[config.mk]
export PLATFORM = sky130hd
export DESIGN_NAME = sdp_x_alu_in_pipe_fifo_flat
export DESIGN_NICKNAME = d
export VERILOG_FILES = /design/src/rtl/sdp_x_alu_in_pipe_fifo_if.sv /design/src/rtl/sdp_x_alu_in_pipe_fifo.sv /design/src/flat_wrapper.sv
export SDC_FILE = /design/constraint.sdc
export NUM_CORES = 1
export LEC_CHECK = 0
export BUFFER_PORTS_ARGS = -buffer_cell sky130_fd_sc_hd__buf_2
export CAP_MARGIN = 15
export CORE_ASPECT_RATIO = 0.8
export CORE_MARGIN = 2
export CORE_UTILIZATION = 31
export CTS_CLUSTER_SIZE = 30
export DETAILED_ROUTE_END_ITERATION = 16
export PLACE_DENSITY = 0.45
export REMOVE_ABC_BUFFERS = 1
export SLEW_MARGIN = 15
export SYNTH_ARGS = -nofsm -noshare
export SYNTH_HDL_FRONTEND = slang
export SYNTH_SLANG_ARGS = --single-unit
[constraint.sdc]
create_clock -name nvdla_core_clk -period 15.2 [get_ports nvdla_core_clk]
set_clock_uncertainty 0.2 [all_clocks]
set_input_delay 3.04 -clock nvdla_core_clk [delete_from_list [all_inputs] [get_ports nvdla_core_clk]]
set_output_delay 3.04 -clock nvdla_core_clk [all_outputs]
set_load 0.01 [all_outputs]
[src/rtl/sdp_x_alu_in_pipe_fifo_if.sv]
// Handshake bundle between the SDP datapath, the ALU-input FIFO and the X ALU core.
// The slave modport is the FIFO side; the master modport is the surrounding logic.
interface sdp_x_alu_in_pipe_fifo_if #(
  parameter int WIDTH = 512,
  parameter int AW    = 2
);
  logic             alu_in_pvld;
  logic             alu_in_prdy;
  logic [WIDTH-1:0] alu_in_pd;
  logic [WIDTH-1:0] chn_alu_in_rsc_z;
  logic             chn_alu_in_rsc_vz;
  logic             chn_alu_in_rsc_lz;
  logic [AW:0]      fifo_count;
  logic             fifo_ovf_err;

  modport slave (
    input  alu_in_pvld, alu_in_pd, chn_alu_in_rsc_lz,
    output alu_in_prdy, chn_alu_in_rsc_z, chn_alu_in_rsc_vz, fifo_count, fifo_ovf_err
  );

  modport master (
    output alu_in_pvld, alu_in_pd, chn_alu_in_rsc_lz,
    input  alu_in_prdy, chn_alu_in_rsc_z, chn_alu_in_rsc_vz, fifo_count, fifo_ovf_err
  );
endinterface

[src/rtl/sdp_x_alu_in_pipe_fifo.sv]
// Buffers ALU operand beats ahead of the X ALU core's wire-wait input channel.
// Ready and head-valid come only from registered occupancy, so lz never reaches prdy.
module sdp_x_alu_in_pipe_fifo #(
  parameter int WIDTH = 512,
  parameter int DEPTH = 4,
  parameter int AW    = 2
) (
  input logic nvdla_core_clk,
  input logic nvdla_core_rst,
  sdp_x_alu_in_pipe_fifo_if.slave bus
);

  logic [WIDTH-1:0] r_mem [DEPTH];
  logic [AW-1:0]    r_wr_ptr;
  logic [AW-1:0]    r_rd_ptr;
  logic [AW:0]      r_count;
  logic             r_ovf_err;

  logic w_empty;
  logic w_full;
  logic w_push;
  logic w_pop;

  assign w_empty = (r_count == '0);
  assign w_full  = (r_count == (AW+1)'(DEPTH));
  assign w_push  = bus.alu_in_pvld & ~w_full;
  assign w_pop   = bus.chn_alu_in_rsc_lz & ~w_empty;

  always_ff @(posedge nvdla_core_clk or posedge nvdla_core_rst) begin
    if (nvdla_core_rst) begin
      r_wr_ptr  <= '0;
      r_rd_ptr  <= '0;
      r_count   <= '0;
      r_ovf_err <= 1'b0;
    end else begin
      if (w_push) r_wr_ptr <= r_wr_ptr + AW'(1);
      if (w_pop)  r_rd_ptr <= r_rd_ptr + AW'(1);
      r_count <= r_count + (AW+1)'(w_push) - (AW+1)'(w_pop);
      // A load strobe against an empty queue is a consumer protocol error; keep it sticky.
      if (bus.chn_alu_in_rsc_lz & w_empty) r_ovf_err <= 1'b1;
    end
  end

  // Storage is deliberately not reset; only the pointers define what is valid.
  always_ff @(posedge nvdla_core_clk) begin
    if (w_push) r_mem[r_wr_ptr] <= bus.alu_in_pd;
  end

  assign bus.alu_in_prdy       = ~w_full;
  assign bus.chn_alu_in_rsc_vz = ~w_empty;
  assign bus.chn_alu_in_rsc_z  = r_mem[r_rd_ptr];
  assign bus.fifo_count        = r_count;
  assign bus.fifo_ovf_err      = r_ovf_err;

endmodule
[src/flat_wrapper.sv]
// flat-port wrapper written by rule: the top's interface ports become plain ports
module sdp_x_alu_in_pipe_fifo_flat 
#(
  parameter int WIDTH = 512,
  parameter int DEPTH = 4,
  parameter int AW    = 2
)
  (nvdla_core_clk, nvdla_core_rst, bus_alu_in_pvld, bus_alu_in_pd, bus_chn_alu_in_rsc_lz, bus_alu_in_prdy, bus_chn_alu_in_rsc_z, bus_chn_alu_in_rsc_vz, bus_fifo_count, bus_fifo_ovf_err);
  sdp_x_alu_in_pipe_fifo_if #(.WIDTH(WIDTH), .AW(AW)) bus_i ();
  input logic nvdla_core_clk;
  input logic nvdla_core_rst;
  input wire logic [$bits(bus_i.alu_in_pvld)-1:0] bus_alu_in_pvld;
  input wire logic [$bits(bus_i.alu_in_pd)-1:0] bus_alu_in_pd;
  input wire logic [$bits(bus_i.chn_alu_in_rsc_lz)-1:0] bus_chn_alu_in_rsc_lz;
  output wire logic [$bits(bus_i.alu_in_prdy)-1:0] bus_alu_in_prdy;
  output wire logic [$bits(bus_i.chn_alu_in_rsc_z)-1:0] bus_chn_alu_in_rsc_z;
  output wire logic [$bits(bus_i.chn_alu_in_rsc_vz)-1:0] bus_chn_alu_in_rsc_vz;
  output wire logic [$bits(bus_i.fifo_count)-1:0] bus_fifo_count;
  output wire logic [$bits(bus_i.fifo_ovf_err)-1:0] bus_fifo_ovf_err;
  assign bus_i.alu_in_pvld = bus_alu_in_pvld;
  assign bus_i.alu_in_pd = bus_alu_in_pd;
  assign bus_i.chn_alu_in_rsc_lz = bus_chn_alu_in_rsc_lz;
  assign bus_alu_in_prdy = bus_i.alu_in_prdy;
  assign bus_chn_alu_in_rsc_z = bus_i.chn_alu_in_rsc_z;
  assign bus_chn_alu_in_rsc_vz = bus_i.chn_alu_in_rsc_vz;
  assign bus_fifo_count = bus_i.fifo_count;
  assign bus_fifo_ovf_err = bus_i.fifo_ovf_err;
  sdp_x_alu_in_pipe_fifo #(.WIDTH(WIDTH), .DEPTH(DEPTH), .AW(AW)) u_core (.nvdla_core_clk(nvdla_core_clk), .nvdla_core_rst(nvdla_core_rst), .bus(bus_i));
endmodule
==> results.json, run 1 <==
{
  "grtUsageMet3_pct": 5.54,
  "hold_viol_final": 0,
  "core_area_um2": 238000,
  "grt_pass1_vias": 35100,
  "ys_types": 21,
  "holdWs_ns": 0.288,
  "hp-start": "u_core.bus.fifo_ovf_err$_DFFE_PP0P_",
  "r2r_start": "u_core.bus.fifo_count[1]$_DFF_PP0_",
  "layout-drive-gt1-share_pct": 46.3,
  "initial_core_util_pct": 31.2,
  "drc": 0,
  "slew_headroom_pct": 16.1,
  "ys_seq_elements": 2056,
  "fmax_ghz": 0.126,
  "post_cts_buffers": 0,
  "io_pins": 1034,
  "cts_buffer_depth": 4,
  "end_kind": "primary output",
  "r2r_cells": 5,
  "setup_viol": 0,
  "die_h_um": 442,
  "cp.arrival_ns": 4.69,
  "grt_max_degree": 136,
  "synth_area_um2": 74400,
  "portBuffers": 1033,
  "min_path_type": "reg2reg",
  "ff_latch_area_um2": 61700,
  "dieArea_um2": 244000,
  "hold-path-endpoint": "u_core.bus.fifo_ovf_err$_DFFE_PP0P_",
  "antenna_found_initial": 141,
  "rsz0062_at_grt": "false",
  "period_needed_ns": 7.93,
  "power.density_nw_per_um2": 202,
  "cts.sinks": 2056,
  "fp-row-count": 160,
  "fin_util_pct": 37.8,
  "leakage_nw": 29.8,
  "postSynthAreaPerCell_um2": 27.4,
  "critPathMaxFanout": 74,
  "r2r-end": "u_core.r_mem[3][114]$_DFFE_PP_",
  "worst_pin_slew_ns": 1.26,
  "grtUsageTotal_pct": 14.9,
  "nets": 4419,
  "fin_crit_sh_pct": 52.2,
  "start_kind": "flop",
  "avgViaCountPerCell": 4.67,
  "areaGrowthSynthToFinish_pct": 20.9,
  "yosysSeqAreaShare_pct": 82.9,
  "cts_resized": 0,
  "wire_per_inst_um": 25.9,
  "clk_latency_ns": 0.85,
  "cts_tree": "done",
  "place_hpwl_mm": 117,
  "grt_pass1_wl_mm": 264,
  "grt_busiest_layer": "met2",
  "use_met1_pct": 18.7,
  "syn_inst": 2721,
  "path_class": "reg2out",
  "multi_input_area_um2": 11800,
  "ir_worst_vdd_uv": 133,
  "numCtsBuffers": 216,
  "drt_first_iter_violations": 2401,
  "fin_area_um2": 89900,
  "status": "finished clean",
  "layout_common_cells": "2048 x edfxtp_1, 1033 x buf_2, 512 x mux4_2",
  "drv_slew": 0,
  "cts_root_buffer": "clkbuf_16",
  "drv_cap": 0,
  "grt_overflow_total": 0,
  "synth_warnings": 0,
  "cts_hold_buf": 0,
  "final_common_cell": "edfxtp_1",
  "drt_wl_total_mm": 187,
  "h-tree-depth": 4,
  "vias": 33800,
  "ant_nets": 0,
  "die_w_um": 552,
  "dr.pass1.iters": 5,
  "fillCellCount": 21700,
  "clk_pin_slew_ns": 0.06,
  "rrSetupSlack_ns": 10.48,
  "gp_congestion": 0.744,
  "grtUsageMet2_pct": 24.3,
  "hold_path_depth": 1,
  "placed_area_um2": 83200,
  "required_ns": 11.96
}
critical path: stages (launching register included):
cell and delay [ns]:
dfrtp_4 0.78, buf_12 0.51, buf_4 0.72, buf_4 0.81, mux4_2 0.61, buf_2 0.17
worst max-delay path by stage:
stage / from / to / slack (ns) / depth (start not counted)
global placement: u_core.r_rd_ptr[0]$_DFFE_PP0P_ / bus_chn_alu_in_rsc_z[76] / 7.90 / 5
floorplan: u_core.r_rd_ptr[0]$_DFFE_PP0P_ / bus_chn_alu_in_rsc_z[0] / -8.64 / 1
detailed placement: u_core.r_rd_ptr[0]$_DFFE_PP0P_ / bus_chn_alu_in_rsc_z[76] / 7.91 / 5
global route: u_core.r_rd_ptr[0]$_DFFE_PP0P_ / bus_chn_alu_in_rsc_z[76] / 6.76 / 5
CTS: u_core.r_rd_ptr[0]$_DFFE_PP0P_ / bus_chn_alu_in_rsc_z[76] / 6.93 / 5
finish: u_core.r_rd_ptr[0]$_DFFE_PP0P_ / bus_chn_alu_in_rsc_z[76] / 7.27 / 5
cell type report:
| cell class | instances | share of cell area, % |
|---|---|---|
| inverter | 10 | 0.0417 |
| clock buffer | 262 | 6.22 |
| timing repair buffer | 1071 | 6.33 |
| multi-input combinational | 541 | 13.1 |
| sequential | 2056 | 68.6 |
| tap | 3159 | 4.39 |
| antenna | 21 | 0.0584 |
| clock inverter | 111 | 1.21 |
report_power, final:
part | switching [mW] | internal (mW) | total [mW]
Clock | 2.15 | 2.94 | 5.09
Sequential | 0.262 | 7.47 | 7.73
Combinational | 3.17 | 2.19 | 5.36
Total | 5.58 | 12.6 | 18.2
cell usage after synthesis (all sizes together):
cell type | instances | area share [%]
or3 | 1 | 0.0084
o31ai | 1 | 0.010
fa | 1 | 0.027
o311ai | 1 | 0.012
nor2b | 1 | 0.0084
and3b | 4 | 0.047
ha | 6 | 0.10
o211ai | 2 | 0.020
nor3b | 1 | 0.010
inv | 10 | 0.050
dfrtp | 8 | 0.27
nand2b | 3 | 0.025
buf | 106 | 1.1
o21bai | 1 | 0.010
mux4 | 512 | 15
clkbuf | 8 | 0.040
nand2 | 1 | 0.0050
edfxtp | 2048 | 83
xnor2 | 4 | 0.047
nand4bb | 2 | 0.030
registers in the layout, summed over array words and instances, names as in the netlist:
name                     count
u_core.r_wr_ptr              2
u_core.r_mem              2048
u_core.r_rd_ptr              2
u_core.bus.fifo_count        3
u_core.bus.fifo_ovf_err      1
logic make-up after synthesis:
family          synth area share [%]
compound gates                0.0521
flops                           82.9
xor+xnor                      0.0471
simple gates                   0.135
fa+ha+maj                      0.128
buf+inv                         1.24
mux                             15.5
per-layer routing:
metal	up-vias	wire length, um	part of all wire [%]
met5	-	552	0.30
met4	96	5100	2.7
met3	488	16900	9.1
met2	1123	89600	48
met1	17700	74900	40
li1	14300	-	-
stage by stage:
stage           TNS, ns  instances  total power [mW]  worst slack, ns
4_1_cts               0       7210              18.6             6.93
5_1_grt               0       7218              19.0             6.76
3_3_place_gp          0       6837              13.4             7.90
6_report              0       7231              18.2             7.27
2_1_floorplan  -5669.05       2607              12.9            -8.64
3_5_place_dp          0       6837              13.4             7.91
No activity file was read; power rests on OpenSTA's default activity.
==> inputs of run 2 (changes only) <==
--- a/config.mk
+++ b/config.mk
@@ -12,7 +12,7 @@
 export CORE_UTILIZATION = 31
 export CTS_CLUSTER_SIZE = 30
 export DETAILED_ROUTE_END_ITERATION = 16
-export PLACE_DENSITY = 0.45
+export PLACE_DENSITY = 0.47
 export REMOVE_ABC_BUFFERS = 1
 export SLEW_MARGIN = 15
 export SYNTH_ARGS = -nofsm -noshare
==> constraint.sdc (replaced) <==
create_clock -name nvdla_core_clk -period 7.13 [get_ports nvdla_core_clk]
set_clock_uncertainty 0.2 [all_clocks]
set_input_delay 1.426 -clock nvdla_core_clk [delete_from_list [all_inputs] [get_ports nvdla_core_clk]]
set_output_delay 1.426 -clock nvdla_core_clk [all_outputs]
set_load 0.01 [all_outputs]
==> results.json, run 2 (synthesis gave the netlist of run 1 again) <==
{
  "fin_ws_ns": 2.00,
  "vias": 34000,
  "avgViaCountPerCell": 4.67,
  "cp.arrival_ns": 3.51,
  "slew_headroom_pct": 24.5,
  "nets": 4462,
  "pwr-share-seq_pct": 42.5,
  "min_path_type": "reg2reg",
  "layout_common_cells": "2048 x edfxtp_1, 1033 x buf_2, 512 x mux4_2",
  "leakage_nw": 30.1,
  "cts_root_buffer": "clkbuf_16",
  "crit_chain": "buf_4 -> mux4_2 -> buf_2",
  "critPathSlowestCell": "dfrtp_4",
  "cts_hold_buf": 0,
  "die_w_um": 552,
  "rsz0062_at_grt": "false",
  "clk_latency_ns": 0.84,
  "layout-drive-gt1-share_pct": 46.8,
  "power.density_nw_per_um2": 430,
  "ir_worst_vdd_uv": 269,
  "fin_area_um2": 90300,
  "path_class": "reg2out",
  "drv_cap": 0,
  "grt_pass1_wl_mm": 267,
  "drt_first_iter_violations": 2635,
  "io_pins": 1034,
  "die_h_um": 442,
  "end_kind": "primary output",
  "final_common_cell": "edfxtp_1",
  "slowest_delay_ns": 0.99,
  "post_cts_buffers": 0,
  "clk_pin_slew_ns": 0.06,
  "h-tree-depth": 4,
  "areaGrowthSynthToFinish_pct": 21.3,
  "tns_ns": 0,
  "place_inst": 6881,
  "fmax_ghz": 0.195,
  "sw_frac_of_total_pct": 30.9,
  "combPwrFrac_pct": 29.9,
  "grt_max_degree": 123,
  "setup_viol": 0,
  "clock_power_share_pct": 27.6,
  "grtUsageTotal_pct": 15.1,
  "numCtsBuffers": 215,
  "hp-start": "u_core.bus.fifo_ovf_err$_DFFE_PP0P_",
  "top_register": "u_core.r_mem",
  "start_kind": "flop",
  "critPathMaxFanout": 43,
  "core_area_um2": 238000,
  "cts_tree": "done",
  "hold_viol_final": 0,
  "drc": 0,
  "status": "finished clean",
  "holdWs_ns": 0.297,
  "placed_area_um2": 83600,
  "fin_crit_sh_pct": 72.0,
  "drt_wl_total_mm": 189,
  "place_hpwl_mm": 124,
  "ant_nets": 0,
  "gp_congestion": 0.765,
  "dieArea_um2": 244000,
  "cts_resized": 0,
  "antenna_found_initial": 120,
  "internal-power_mw": 26.8,
  "drv_slew": 0,
  "worst_pin_slew_ns": 1.13,
  "wire_per_inst_um": 26.0,
  "stdcell_count": 7282,
  "cts_buffer_depth": 4,
  "cts.sinks": 2056,
  "period_needed_ns": 5.14,
  "fin_util_pct": 37.9,
  "largest_reg_flops": 2048,
  "pre_cts_slack_ns": 2.74,
  "p_total_mw": 38.8,
  "power_switching_mw": 12.0,
  "grt_pass1_vias": 35500,
  "required_ns": 5.50,
  "initial_core_util_pct": 31.2,
  "portBuffers": 1033,
  "fp-row-count": 160,
  "grt_overflow_total": 0,
  "critPathLaunch": "u_core.r_rd_ptr[0]$_DFFE_PP0P_",
  "r2r_start": "u_core.bus.fifo_count[1]$_DFF_PP0_",
  "dr.pass1.iters": 5
}
-- run 2: changes by cell type in the layout (fill, tap and decap cells not counted), sizes merged --
cell,previous run,this run
clkbuf,262,261
clkinv,79,96
buf,1071,1115
diode,21,16
bufinv,20,17
clkinvlp,4,3
-- run 2: worst max-delay path, delay by kind of cell, from the launching register on --
family / cells / cell delay (ns)
buffers and inverters: 2 / 0.98
DFF: 1 / 0.99
muxes: 1 / 0.62
-- run 2: power groups by stage --
stage                     Combinational, mW  Clock, mW  Sequential, mW
after floorplan                        5.72          0            18.3
after global placement                 12.0          0            16.7
after detailed placement               12.0          0            16.8
after CTS                              12.0       11.1            16.5
after global routing                   12.4       11.5            16.7
final                                  11.6       10.7            16.5
-- run 2: area by class of cell --
class	instances	area [um^2]
multi-input cells	541	11800
clock buffers	261	5550
flip-flops and latches	2056	61700
repair buffers	1115	6070
diodes	16	40.0
clock inverters	124	1120
well taps	3159	3950
inverters	10	37.5
fillers	21700	148000
-- run 2: per-layer routing --
layer	global-route usage [%]	routed length (um)	up-vias	part of all wire, %
li1	-	-	14400	-
met1	19.1	77300	18000	41
met4	3.36	4180	90	2.2
met5	0	557	-	0.29
met3	5.27	15700	436	8.3
met2	24.7	91600	1077	48
-- run 2: path summary, 6_finish.rpt --
kind / end / slack (ns) / cells after the start
worst max-delay path: bus_chn_alu_in_rsc_z[423] / 2.00 / 3
worst min-delay path: u_core.bus.fifo_ovf_err$_DFFE_PP0P_ / 0.30 / 1
worst max register to register: u_core.r_mem[0][188]$_DFFE_PP_ / 3.70 / 3
worst min register to register: u_core.bus.fifo_ovf_err$_DFFE_PP0P_ / 0.30 / 1
max in group asynchronous: u_core.r_rd_ptr[0]$_DFFE_PP0P_ / 5.81 / 2
min in group asynchronous: u_core.bus.fifo_ovf_err$_DFFE_PP0P_ / 0.45 / 2
